### src/rtl/full_adder.sv
// full_adder: WIDTH-bit ripple-carry adder with a combinational result,
// a one-cycle registered copy, and a saturating count of carry-out cycles.
module full_adder #(
    parameter int WIDTH = 1,
    parameter int CNT_W = 8
) (
    input  logic             clk,
    input  logic             rst,
    input  logic [WIDTH-1:0] a,
    input  logic [WIDTH-1:0] b,
    input  logic             ci,
    output logic [WIDTH-1:0] sum,
    output logic             co,
    output logic [WIDTH-1:0] sum_q,
    output logic             co_q,
    output logic [CNT_W-1:0] co_cnt
);

    localparam logic [CNT_W-1:0] CNT_MAX = '1;

    logic [WIDTH-1:0] sum_c;
    logic             co_c;

    logic [WIDTH-1:0] sum_reg_q;
    logic [WIDTH-1:0] sum_reg_d;
    logic             co_reg_q;
    logic             co_reg_d;
    logic [CNT_W-1:0] cnt_q;
    logic [CNT_W-1:0] cnt_d;

    // Ripple chain: one 1-bit full-adder cell per bit, carry passed upward.
    always_comb begin
        logic carry;
        carry = ci;
        sum_c = '0;
        for (int i = 0; i < WIDTH; i++) begin
            sum_c[i] = a[i] ^ b[i] ^ carry;
            carry    = (a[i] & b[i]) | (a[i] & carry) | (b[i] & carry);
        end
        co_c = carry;
    end

    // Next-state: capture the adder result; bump the carry counter, holding at all-ones.
    always_comb begin
        sum_reg_d = sum_c;
        co_reg_d  = co_c;
        cnt_d     = cnt_q;
        if (co_c && (cnt_q != CNT_MAX)) begin
            cnt_d = cnt_q + 1'b1;
        end
    end

    // State registers; reset clears at once and releases so the very next
    // rising edge after rst falls performs the first load.
    always_ff @(posedge clk or posedge rst) begin
        if (rst) begin
            sum_reg_q <= '0;
            co_reg_q  <= 1'b0;
            cnt_q     <= '0;
        end else begin
            sum_reg_q <= sum_reg_d;
            co_reg_q  <= co_reg_d;
            cnt_q     <= cnt_d;
        end
    end

    assign sum    = sum_c;
    assign co     = co_c;
    assign sum_q  = sum_reg_q;
    assign co_q   = co_reg_q;
    assign co_cnt = cnt_q;

endmodule

### config.mk
export PLATFORM = sky130hd
export DESIGN_NAME = full_adder
export DESIGN_NICKNAME = d
export VERILOG_FILES = /design/src/rtl/full_adder.sv
export SDC_FILE = /design/constraint.sdc
export NUM_CORES = 1
export LEC_CHECK = 0
export BUFFER_PORTS_ARGS = -buffer_cell sky130_fd_sc_hd__buf_4
export CORE_AREA = 2 2 39 41
export CTS_CLUSTER_DIAMETER = 80
export DETAILED_ROUTE_END_ITERATION = 7
export DIE_AREA = 0 0 41 43
export SLEW_MARGIN = 10
export SYNTH_ARGS = -nofsm -noshare
export SYNTH_HDL_FRONTEND = slang
export SYNTH_SLANG_ARGS = --single-unit
### constraint.sdc
create_clock -name clk -period 1.2 [get_ports clk]
set_input_delay 0.18 -clock clk [delete_from_list [all_inputs] [get_ports clk]]
set_output_delay 0.18 -clock clk [all_outputs]
set_load 0.05 [all_outputs]
# == After elaboration in Yosys (flattened, before gate mapping) ==
# Index checks and enable logic that the tools add are counted.
# word_totals
regBits,10
in_bits,5
output_inout_bits,12
elab_cells,13
# classes
eq_ne,1
bitwise_logic,7
add_sub_neg,1
reduce_logical,1
# op_table
cell,n
"adder 8 x 1 -> 8 bit, second input constant",1
"!= test 8 bit, second input constant",1
bitwise AND 1 bit,3
OR 1 bit,2
XOR 1 bit,2
logical AND 1 bit,1

# == Longest topological paths before layout ==
# logic_depth
ltp_word,4
depth_mapped,4
mapped_depth_nobuf,4

# == Least setup slack after synthesis ==
# OpenSTA, ideal clock, no wires.
# synth_timing
kind,input port to flip-flop
start,in a
end,"reg cnt_q[6], in the netlist co_cnt[6]"
arrival_ns,1.597
setup_slack_ns,-0.522
required_time_ns,1.075
setup_time_ns,0.125
n_path_buf,0
path_stages,4
path_cell_list,fa_1 and3_1 nand3_1 mux2_2
# synth_between
elab_chain_cells,4
elab_cells_between_ends,5
classes_between,4 x bitwise; 1 x reduce/logical
# synth_rtl
item,line_no,rtl
from (decl),9,"input logic [WIDTH-1:0] a,"
bitwise AND 1 bit,38,carry = (a[i] & b[i]) | (a[i] & carry) | (b[i] & carry);
OR 1 bit (*) (2 in a row),38,
logical AND 1 bit (*),48,if (co_c && (cnt_q != CNT_MAX)) begin
to (signal assigned),63,cnt_q <= cnt_d;
to (decl),28,logic [CNT_W-1:0] cnt_q;
# Every way passes the cells marked *; elsewhere a longest branch is shown, timed or not.
# A chain may end at the register's enable or synchronous reset.

# == Worst setup path after layout ==
# layout_timing
start,"reg cnt_q[1], in the netlist co_cnt[1]"
end,"reg cnt_q[1], in the netlist co_cnt[1]"
# layout_between
elab_chain_cells,2
elab_cells_between_ends,3
classes_between,1 x add/sub; 1 x eq/ne; 1 x reduce/logical
# layout_rtl
item
"parallel branches: the longest is 2 deep, another holds adder 8 x 1 -> 8 bit"
# Several ways; the timed one is not identified.

==> results.md <==
| Item | Value | Unit |
|:---|:---|:---|
| Clock latency reported for the late side of the worst-skew pair | 0.26 | ns |
| Reg2reg path depth | 4 | - |
| Sort of element at the end of the critical path | flip-flop | - |
| Cell taking the most area after synthesis | sky130_fd_sc_hd__dfrtp_1 | - |
| Data required time at the worst endpoint | 1.35 | ns |
| Post-route setup TNS | -0.116 | ns |
| Vertical die dimension | 43 | µm |
| Via count of the routed design | 409 | - |
| Master of the slowest instance on the critical path | sky130_fd_sc_hd__dfrtp_2 | - |
| Die Area | 1760 | µm² |
| Delay of the slowest critical-path stage | 0.39 | ns |
| Largest net degree at the start of global routing | 11 | - |
| Synth top area share | 53.5 | % |
| Routed WL | 1.09 | mm |
| Share of the core filled with cells in the final layout | 61.3 | % |
| Clock-pin slew on the worst setup and hold paths | 0.07 | ns |
| Share of total power in sequential cells | 28.8 | % |
| End point of the worst hold path | sum_q | - |
| Final clock period utilization by the worst path | 104 | % |
| Cell types occupying the most area after synthesis | sky130_fd_sc_hd__dfrtp_1 (53%), sky130_fd_sc_hd__xnor2_1 (7.5%), sky130_fd_sc_hd__fa_1 (4.3%) | - |
| Cells along the critical path | ha_4 > nand3_4 > o21ai_4 > mux2_4 | - |
| Clock Sinks | 10 | - |
| CTS max path bufs | 2 | - |
| Yosys warnings | 0 | - |
| Sequential area share after synthesis | 53.5 | % |
| Maximum clock rate | 0.798 | GHz |
| Worst slew slack as a fraction of its limit | 74.4 | % |
| Type of origin of the critical path | flip-flop | - |
| Net total in the final layout | 77 | - |
| Leakage Power | 0.355 | nW |
| Final min period | 1.25 | ns |
| Hold Fails Final Rpt | 0 | - |
| 1st-pass router iterations | 4 | - |
| Mapped Avg Cell Area | 12.3 | µm² |
| WP data arrival | 1.40 | ns |
| Area growth syn-to-layout | 81.3 | % |
| Multiplexer share of the synthesized area | 4.81 | % |
| Count of input and output buffers | 16 | - |
| Ratio of routed vias to standard cells | 4.81 | - |
| Share of layout cells above drive strength 1 | 68.1 | % |
| Combinational share of power | 60.4 | % |
| Type of the setup path with the least slack | reg2reg | - |
| Worst slew pin tran | 0.384 | ns |
| Clock buffer count from CTS | 3 | - |
| Global-route wire length before repair | 1.85 | mm |
| Antenna violations before repair | 0 | - |
| Largest voltage drop on the vdd net | 1.42 | mV |
| Detailed Place HPWL | 800 | µm |
| Mapped Cells | 38 | - |
| Combinational family with the most area after synthesis | simple AND/OR/NAND/NOR gates | - |
| Commonest non-fill, non-tap cell in the layout | sky130_fd_sc_hd__buf_4 | - |
| ANT nets after route | 0 | - |
| Final-report max-slew violation count | 0 | - |
| Die extent in x | 41 | µm |
| Final setup margin | -0.0525 | ns |
| Switching power total | 1.04 | mW |
| Setup repair after global routing missed its margin | true | - |
| Placement Setup Slack | -0.197 | ns |
| Area share of xor/xnor cells in the synthesized design | 7.49 | % |
| Crit path max fanout | 4 | - |
| Starting Density | 33.8 | % |
| Postcts setup bufs | 0 | - |
| Register bit count reported by yosys | 10 | - |
| Share of the synthesized area in compound gates (AO/OA/AOI/OAI) | 12.3 | % |
| Share of power burned in the clock network | 10.8 | % |
| Violated checks | negative setup slack | - |
| Hold Path Origin | a | - |
| Overall track demand over capacity in global routing | 15.4 | % |
| Standard-cell rows | 14 | - |
| CTS tree | built | - |
| Master cell of the clock root buffer | sky130_fd_sc_hd__clkbuf_4 | - |
| Destination of the worst register-to-register timing path | co_cnt[1] | - |
| Worst hold slack across all endpoints | 0.244 | ns |
| Min-Delay Path Class | in2reg | - |
| Synthesized cell area | 468 | µm² |
| Routed wire length per instance | 12.8 | µm |
| R2r startpoint | co_cnt[1] | - |
| Register-to-register path setup slack | -0.05 | ns |
| Fillers | 123 | - |
| Placer's final routability congestion estimate | 0.780 | - |
| Count of cells along the worst hold path | 2 | - |
| Proportion of total power due to net switching | 46.2 | % |
| Boundary Pins | 17 | - |
| Vias in the first global route | 437 | - |
| Iteration-0 DRC count of the detailed router | 3 | - |
| Maximum level of the CTS H-tree | 1 | - |
| Fin Clk Skew | 0.000746 | ns |
| # DRC | 0 | - |
| Most used cells in the layout excluding fill and tap cells | sky130_fd_sc_hd__buf_4 (13), sky130_fd_sc_hd__buf_6 (11), sky130_fd_sc_hd__dfrtp_2 (8), sky130_fd_sc_hd__xnor2_1 (4) | - |
| Simple-Gate Fraction of Synth Area | 13.4 | % |
| Syn_nets | 45 | - |
| Post-layout power | 2.26 | mW |
| Final setup violation count | 3 | - |
| Power per cell area | 2660 | nW/µm² |
| Core box area | 1380 | µm² |
| Result of the run | finished with violations | - |
| Arithmetic-cell share of the synthesized area counting full adders, half adders and majority gates | 6.95 | % |
| Count of cell types in the netlist | 20 | - |
| Grt ovf | 0 | - |
| Cell Int Power | 1.22 | mW |
| MaxCap Viol Count | 0 | - |
| Number of antenna diodes | 0 | - |
## layer usage
metal,vias to the layer above,part of all wire (%),GRT usage (%)
met4,0,0,6.00
met3,0,5.0,5.76
met1,199,42,19.3
li1,199,-,-
met2,11,53,23.1
met5,-,0,0
## synthesized netlist by cell type
| cell type | n |
|---|---|
| sky130_fd_sc_hd__dfrtp_1 | 10 |
| sky130_fd_sc_hd__xnor2_1 | 4 |
| sky130_fd_sc_hd__a21oi_1 | 3 |
| sky130_fd_sc_hd__and4_1 | 2 |
| sky130_fd_sc_hd__inv_1 | 2 |
| sky130_fd_sc_hd__nand3_1 | 2 |
| sky130_fd_sc_hd__o211ai_1 | 2 |
| sky130_fd_sc_hd__a21boi_0 | 1 |
| sky130_fd_sc_hd__a31oi_1 | 1 |
| sky130_fd_sc_hd__and2_1 | 1 |
| sky130_fd_sc_hd__and3_1 | 1 |
| sky130_fd_sc_hd__fa_1 | 1 |
| sky130_fd_sc_hd__ha_1 | 1 |
| sky130_fd_sc_hd__mux2_1 | 1 |
| sky130_fd_sc_hd__mux2_2 | 1 |
| sky130_fd_sc_hd__nand2_1 | 1 |
| sky130_fd_sc_hd__nand2b_1 | 1 |
| sky130_fd_sc_hd__nand4_2 | 1 |
| sky130_fd_sc_hd__o21ai_0 | 1 |
| sky130_fd_sc_hd__o21ai_2 | 1 |
## power groups by stage
stage          registers (mW)  clock network (mW)  logic [mW]
2_1_floorplan            1.10                   0       0.294
3_3_place_gp            0.621                   0        1.20
3_5_place_dp            0.626                   0        1.22
4_1_cts                 0.620               0.256        1.31
5_1_grt                 0.670               0.277        1.46
6_report                0.650               0.243        1.36
## critical path: cells and delay by family (launching register included)
kind	cells	cell delay, ns
muxes	1	0.31
AOI/OAI and AO/OA	1	0.18
adders and majority gates	1	0.17
DFF	1	0.39
and+or+nand+nor	1	0.09
## kinds of logic after synthesis
family          count (synthesis)
compound gates                  9
xor+xnor                        4
fa+ha+maj                       2
buf+inv                         2
flops                          10
mux                             2
simple gates                    9
## how the worst max path moves through the flow
stage               depth (start not counted)  startpoint  slack, ns        end
floorplan                                   4   co_cnt[0]      -0.25  co_cnt[1]
global placement                            5          ci      -0.19  co_cnt[6]
detailed placement                          5          ci      -0.20  co_cnt[6]
CTS                                         4   co_cnt[1]      -0.04  co_cnt[1]
global route                                4   co_cnt[1]      -0.08  co_cnt[6]
finish                                      4   co_cnt[1]      -0.05  co_cnt[1]
## registers in the layout (all words and copies together) (netlist names)
signal  count
co_cnt      8
co_q        1
sum_q       1
## through the flow
step / instances / area, µm²
floorplan: 38 / 512
CTS: 85 / 797
detailed placement: 80 / 727
global route: 85 / 848
finish: 85 / 848
global placement: 80 / 727
## final cells by class
type / count / area [µm²] / area share [%]
clock buffers: 4 / 26.3 / 3.10
inverters: 2 / 7.51 / 0.885
multi-input cells: 26 / 273 / 32.2
flip-flops and latches: 10 / 260 / 30.7
well taps: 16 / 20.0 / 2.36
repair buffers: 27 / 262 / 30.8
## timing repair
action,4_1_cts,5_1_grt
resized for setup,9,12
hold endpoints to repair,10,0
pin swaps,6,3
endpoints found under the setup margin,9,9
gates cloned,0,0
hold buffers,1,0
No activity file was read; power rests on OpenSTA's default activity.
